File: config.mk
export PLATFORM = sky130hd
export DESIGN_NAME = frame_buffer_writer
export DESIGN_NICKNAME = d
export VERILOG_FILES = /design/src/rtl/frame_pkg.sv /design/src/rtl/frame_buffer_writer.sv
export SDC_FILE = /design/constraint.sdc
export NUM_CORES = 1
export LEC_CHECK = 0
export ABC_AREA = 1
export BUFFER_PORTS_ARGS = -buffer_cell sky130_fd_sc_hd__buf_2
export CAP_MARGIN = 40
export CELL_PAD_IN_SITES_DETAIL_PLACEMENT = 1
export CELL_PAD_IN_SITES_GLOBAL_PLACEMENT = 1
export CORE_ASPECT_RATIO = 1.75
export CORE_MARGIN = 4
export CORE_UTILIZATION = 35
export CTS_CLUSTER_SIZE = 24
export DETAILED_ROUTE_END_ITERATION = 7
export PLACE_DENSITY = 0.85
export SYNTH_ARGS = -nofsm -noshare
export SYNTH_HDL_FRONTEND = slang
export SYNTH_SLANG_ARGS = --single-unit
File: constraint.sdc
create_clock -name clk -period 1.6 [get_ports clk]
set_input_delay 0.08 -clock clk [delete_from_list [all_inputs] [get_ports clk]]
set_output_delay 0.08 -clock clk [all_outputs]
set_load 0.01 [all_outputs]
File: src/rtl/frame_pkg.sv
// Shared constants, state encoding and byte-lane helper for the frame memory write path.
package frame_pkg;

  localparam int FRAME_WORDS  = 76800;
  localparam int FRAME_ADDR_W = 17;
  localparam int MEM_DATA_W   = 32;

  typedef enum logic [1:0] {
    IDLE  = 2'd0,
    SYNC  = 2'd1,
    WRITE = 2'd2,
    DROP  = 2'd3
  } fb_state_e;

  // Lowest ceil(pixel_w/8) byte lanes of the 32-bit memory word.
  function automatic logic [3:0] be_for_width(input int pixel_w);
    logic [3:0] be;
    int lanes;
    lanes = (pixel_w + 7) / 8;
    be = '0;
    for (int i = 0; i < 4; i++) begin
      if (i < lanes) be[i] = 1'b1;
    end
    return be;
  endfunction

endpackage

File: src/rtl/frame_buffer_writer.sv
// Pixel stream to frame memory writer: framing FSM, pixel counter and registered memory port.
//
// state | meaning
// IDLE  | capture disabled, all beats discarded
// SYNC  | waiting for a start-of-frame beat
// WRITE | writing pixels 1..NUM_WORDS-1 of the current frame
// DROP  | frame overran NUM_WORDS, discarding until end-of-frame
module frame_buffer_writer
  import frame_pkg::*;
#(
  parameter int NUM_WORDS = FRAME_WORDS,
  parameter int ADDR_W    = FRAME_ADDR_W,
  parameter int PIXEL_W   = 24,
  parameter int BASE_ADDR = 0
) (
  input  logic                  clk,
  input  logic                  reset_n,
  input  logic [PIXEL_W-1:0]    st_data,
  input  logic                  st_valid,
  input  logic                  st_sop,
  input  logic                  st_eop,
  output logic                  st_ready,
  input  logic                  enable,
  input  logic                  clear_err,
  output logic                  frame_done,
  output logic [15:0]           frame_count,
  output logic                  err_short,
  output logic                  err_long,
  output logic                  busy,
  output logic [ADDR_W-1:0]     mem_address,
  output logic [3:0]            mem_byteenable,
  output logic                  mem_chipselect,
  output logic                  mem_write,
  output logic [MEM_DATA_W-1:0] mem_writedata,
  output logic                  mem_clken
);

  localparam logic [1:0] ST_IDLE  = 2'(IDLE);
  localparam logic [1:0] ST_SYNC  = 2'(SYNC);
  localparam logic [1:0] ST_WRITE = 2'(WRITE);
  localparam logic [1:0] ST_DROP  = 2'(DROP);

  localparam logic [ADDR_W-1:0] LAST = ADDR_W'(NUM_WORDS - 1);
  localparam logic [ADDR_W-1:0] BASE = ADDR_W'(BASE_ADDR);
  localparam logic [3:0]        BE   = be_for_width(PIXEL_W);

  logic              live;
  logic [1:0]        state, state_nxt;
  logic [ADDR_W-1:0] cnt, cnt_nxt;
  logic [ADDR_W-1:0] wr_idx;
  logic              wr_nxt;
  logic              done_nxt;
  logic              set_short;
  logic              set_long;
  logic              start;
  logic              accept;

  assign st_ready       = live;
  assign mem_clken      = live;
  assign mem_byteenable = live ? BE : 4'b0000;
  assign accept         = st_valid & live;
  assign busy           = (state == ST_WRITE) || (state == ST_DROP);

  always_comb begin
    state_nxt = state;
    cnt_nxt   = cnt;
    wr_nxt    = 1'b0;
    wr_idx    = '0;
    done_nxt  = 1'b0;
    set_short = 1'b0;
    set_long  = 1'b0;
    start     = 1'b0;

    case (state)
      ST_IDLE: begin
        if (enable) state_nxt = ST_SYNC;
      end
      ST_SYNC: begin
        if (!enable) state_nxt = ST_IDLE;
        else if (accept && st_sop) start = 1'b1;
      end
      ST_WRITE: begin
        if (accept) begin
          if (st_sop) begin
            set_short = 1'b1;
            start     = 1'b1;
          end else begin
            wr_nxt = 1'b1;
            wr_idx = cnt;
            if (cnt == LAST) begin
              cnt_nxt = '0;
              if (st_eop) begin
                done_nxt  = 1'b1;
                state_nxt = enable ? ST_SYNC : ST_IDLE;
              end else begin
                set_long  = 1'b1;
                state_nxt = ST_DROP;
              end
            end else if (st_eop) begin
              set_short = 1'b1;
              cnt_nxt   = '0;
              state_nxt = ST_SYNC;
            end else begin
              cnt_nxt = cnt + ADDR_W'(1);
            end
          end
        end
      end
      ST_DROP: begin
        if (accept) begin
          if (st_sop) begin
            if (enable) start = 1'b1;
            else        state_nxt = ST_IDLE;
          end else if (st_eop) begin
            state_nxt = enable ? ST_SYNC : ST_IDLE;
          end
        end
      end
      default: state_nxt = ST_IDLE;
    endcase

    // A start-of-frame beat always lands at pixel 0, whichever state saw it.
    if (start) begin
      wr_nxt = 1'b1;
      wr_idx = '0;
      if (LAST == '0) begin
        cnt_nxt = '0;
        if (st_eop) begin
          done_nxt  = 1'b1;
          state_nxt = enable ? ST_SYNC : ST_IDLE;
        end else begin
          set_long  = 1'b1;
          state_nxt = ST_DROP;
        end
      end else if (st_eop) begin
        set_short = 1'b1;
        cnt_nxt   = '0;
        state_nxt = ST_SYNC;
      end else begin
        cnt_nxt   = ADDR_W'(1);
        state_nxt = ST_WRITE;
      end
    end
  end

  always_ff @(posedge clk or negedge reset_n) begin
    if (!reset_n) begin
      live  <= 1'b0;
      state <= ST_IDLE;
      cnt   <= '0;
    end else begin
      live  <= 1'b1;
      state <= state_nxt;
      cnt   <= cnt_nxt;
    end
  end

  always_ff @(posedge clk or negedge reset_n) begin
    if (!reset_n) begin
      mem_write      <= 1'b0;
      mem_chipselect <= 1'b0;
      mem_address    <= '0;
      mem_writedata  <= '0;
      frame_done     <= 1'b0;
    end else begin
      mem_write      <= wr_nxt;
      mem_chipselect <= wr_nxt;
      frame_done     <= done_nxt;
      if (wr_nxt) begin
        mem_address   <= BASE + wr_idx;
        mem_writedata <= MEM_DATA_W'(st_data);
      end
    end
  end

  // Error set takes priority over a coincident clear.
  always_ff @(posedge clk or negedge reset_n) begin
    if (!reset_n) begin
      frame_count <= '0;
      err_short   <= 1'b0;
      err_long    <= 1'b0;
    end else begin
      if (done_nxt) frame_count <= frame_count + 16'd1;
      if (set_short)      err_short <= 1'b1;
      else if (clear_err) err_short <= 1'b0;
      if (set_long)       err_long <= 1'b1;
      else if (clear_err) err_long <= 1'b0;
    end
  end

endmodule

==> summary.md <==
| Metric | Value |
|---|---|
| Status | `finished with violations` |
| Violated checks | `negative hold slack, negative setup slack` |
| Compound-Gate Fraction of Synth Area | `under 10%` |
| Syn Inst Count | `499` |
| Post-route insts no fill | `800` |
| Hold path endpoint | `mem_writedata[4]$_DFFE_PN0P_` |
| First-pass GRT wire length | `23300 um` |
| Flop2flop setup slack | `-0.22 ns` |
| Clk sink count | `81` |
| Largest net degree at the start of global routing | `50` |
| H-Tree Depth | `3` |
| Initial Utilization | `36.1%` |
| WL per Instance | `20.2 um` |
| Cell Pwr Density | `1310 nW/um^2` |
| Min Tclk post-route | `roughly 1.8 ns` |
| Number of synthesized flops with an enable pin | `0` |
| Worst EP required | `around 1.9 ns` |
| Ys async rst share | `100%` |
| Largest family of logic cells by synthesized area | `simple AND/OR/NAND/NOR gates` |
| Crit path max fanout | `4` |
| Die area | `around 14000 sq um` |
| Final hold violation count | `1` |
| Simple-Gate Fraction of Synth Area | `around a third` |
| Sequential area share after synthesis | `about half` |
| Root Buffer | `clkbuf_16` |
| DR vias | `~4200` |
| Placed wire-length estimate | `around 10000 um` |
| Area growth, synth to finish | `40.1%` |
| Row count | `51` |
| Crit path launch type | `flip-flop` |
| Initial antenna violation count | `0` |
| Area share of the leading cell type in the synthesized netlist | `49.7%` |
| Lkg Pwr | `3.07 nW` |
| Area occupied by multi-input gates | `approximately 1900 sq um` |
| Worst path depth | `8` |
| Most common cell in the netlist | `nand2_1` |
| Pre-antenna DRT Iters | `4` |
| Vias in the first global route | `4522` |
| TritonCTS clock tree | `yes` |
| WHS Path Cells | `3` |
| Proportion of synthesized area in mux cells | `0%` |
| DRT iter0 DRCs | `256` |
| Design area | `5710 sq um` |
| Critical Path AT | `approximately 2.1 ns` |
| Synth cell types | `39` |
| Port bufs | `just under 100` |
| VDD IR max | `0.554 mV` |
| Worst setup path class | `reg2reg` |
| Clk_skew | `0.00768 ns` |
| Synth Area in XOR/XNOR | `under 10%` |
| Yosys top cell by area | `dfrtp_1` |
| WP buf/inv | `1` |
| Placed insts | `around 750` |
| Main flop type after synthesis | `dfrtp_1` |
| Die Ht | `between 150 and 200 um` |
| Critical R2R Launch | `cnt[0]$_DFFE_PN0P_` |
| Max-slew violations | `0` |
| Seq. cell area | `around 2000 sq um` |
| CP Capture Type | `flip-flop` |
| Worst min path class | `in2reg` |
| Io pins | `108` |
| Clk_lat worst skew | `approximately 0.34 ns` |
| Core area | `about 11000 sq um` |
| Overflow after GRT | `0` |
| Post-layout nets | `approximately 700` |
| Placed cell areas | `slightly below 5000 sq um` |
| Vias/cell | `between 5 and 6` |
| Synth Cell Area | `just over 4000 sq um` |
| CP Cell Sequence | `ha_4 -> nand3_1 -> nor2_4 -> nand3_2 -> nor3_4 -> buf_4 -> nand4_1 -> nand2_1` |
| Post-synth top cells | `nand2_1 (171), dfrtp_1 (81), nor2_1 (51)` |
| Clk pin slew, worst setup/hold paths | `roughly 0.070 ns` |
| Max stage delay on crit path | `about 0.44 ns` |
| Slowest cell on crit path | `dfrtp_1` |
| FMAX | `between 500 and 600 MHz` |
| Hold Startpoint | `st_data[4]` |
| Syn avg cell area | `slightly above 8 sq um` |
| CP top delay family | `simple AND/OR/NAND/NOR gates` |
| Worst reg2reg path endpoint | `frame_count[14]$_DFFE_PN0P_` |
| Gp weighted congestion | `between 0.9 and 1` |
| Number of max-cap violations | `0` |
| FF+latch count, synth | `81` |
| Synth Area in Adders | `less than 1%` |
| Layout cells sized above 1 | `about a third` |
| Crit share post-route | `114%` |
| Routed WL | `between 15000 and 20000 um` |
| Hold_ws | `-0.00190 ns` |
| Top post-synthesis cells by area | `dfrtp_1 (50%), nand2_1 (16%), nor2_1 (4.7%), inv_1 (4.1%), buf_4 (2.6%)` |
| Cts bufs inserted | `9` |
| # setup viols final | `33` |
| Die W | `between 80 and 90 um` |
| Fin worst setup slack | `-0.219 ns` |
| RSZ-0062 raised after global routing | `yes` |
| Remaining antenna violation count | `0` |
| Max Root-Sink Buffers | `2` |
| Drt drc | `0` |
| Fillcell total | `around 1400` |
| R2R depth | `8` |
| Synth Warn # | `0` |
| All-Layer GR Usage | `between 20% and 30%` |
[flip-flops by register name, summed over array words and instances (netlist names)]
register and flops:
cnt 17, err_short 1, mem_write 1, mem_address 17
frame_count 16, mem_clken 1, mem_writedata 24, err_long 1
frame_done 1, state 2
[cell type report]
type                            count  area share (%)
Clock inverter                      5           0.701
Tap cell                          132            2.89
Clock buffer                       11            4.25
Sequential cell                    81            35.6
Timing Repair Buffer              170            20.0
Antenna cell                        1          0.0438
Multi-Input combinational cell    349            33.0
Inverter                           51            3.48
[placed cells by master, fill, tap and decap left out, types with 2 or more instances in the layout]
cell type / n
a22o_1: 2
buf_2: 97
nand4_1: 13
inv_1: 42
a21oi_2: 2
nand2_2: 11
clkbuf_16: 9
conb_1: 10
inv_2: 6
buf_12: 2
nand3_1: 13
dfrtp_2: 4
buf_6: 4
xnor2_1: 5
a21oi_1: 4
nand2_4: 4
nor3_4: 4
nand4_4: 2
nor2_4: 9
dlygate4sd3_1: 25
o21ai_0: 20
nand3b_1: 2
nand3_2: 6
dfrtp_1: 77
clkinvlp_4: 4
o21ai_2: 3
xor2_1: 8
nor3_1: 6
xnor2_2: 2
nand2_1: 163
nor2_1: 42
nor2_2: 6
buf_4: 41
[stage by stage]
| stage | hold slack, ns | utilization [%] | setup slack (ns) | power [mW] | setup TNS (ns) |
|---|---|---|---|---|---|
| 3_5_place_dp | 0.0628 | 43.4 | -0.0895 | 5.01 | -0.477 |
| 3_3_place_gp | 0.0502 | 43.4 | 0.0101 | 4.85 | 0 |
| 6_report | -0.00190 | 50.6 | -0.219 | 7.46 | -3.57 |
| 2_1_floorplan | -0.216 | - | 0.0658 | 3.99 | 0 |
| 4_1_cts | 0.00392 | 48.6 | -0.0484 | 7.11 | -0.217 |
| 5_1_grt | 0.0314 | 50.5 | -0.256 | 7.81 | -6.24 |
[repair_timing]
action                     CTS  global route
hold buffers                25             0
setup buffers                3             6
gates cloned                 0             0
hold endpoints to repair    56             0
resized for setup           13            44
setup endpoints to repair   35            71
pin swaps                    2            10
[per-layer routing]
metal	global-route usage (%)	part of all wire [%]
met1	23.5	35
met2	42.4	57
met3	3.78	3.8
met4	11.3	5.0
met5	0	0
[where the power goes]
group          switching (mW)  internal, mW  leakage, nW
sequential              0.463          2.57         1.06
combinational            1.50         0.938         1.88
clock                   0.882          1.10        0.128
total                    2.85          4.61         3.07
[cell families after synthesis]
group | count (synthesis)
simple gates | 284
buf+inv | 77
xor+xnor | 15
flops | 81
fa+ha+maj | 2
other cells | 2
compound gates | 38
[tightest hold or removal path, cell delays in order]
cell and delay [ns]:
buf_2 0.08, nand2_1 0.06, nand2_1 0.08
[how the worst max path moves through the flow]
stage | from | to
after floorplan | mem_clken$_DFF_PN0_ | cnt[5]$_DFFE_PN0P_
after global placement | cnt[0]$_DFFE_PN0P_ | cnt[10]$_DFFE_PN0P_
after detailed placement | cnt[1]$_DFFE_PN0P_ | frame_count[11]$_DFFE_PN0P_
after CTS | cnt[1]$_DFFE_PN0P_ | frame_count[11]$_DFFE_PN0P_
after global routing | cnt[0]$_DFFE_PN0P_ | frame_count[14]$_DFFE_PN0P_
final | cnt[0]$_DFFE_PN0P_ | frame_count[14]$_DFFE_PN0P_
Power figures use the tool's default switching activity.
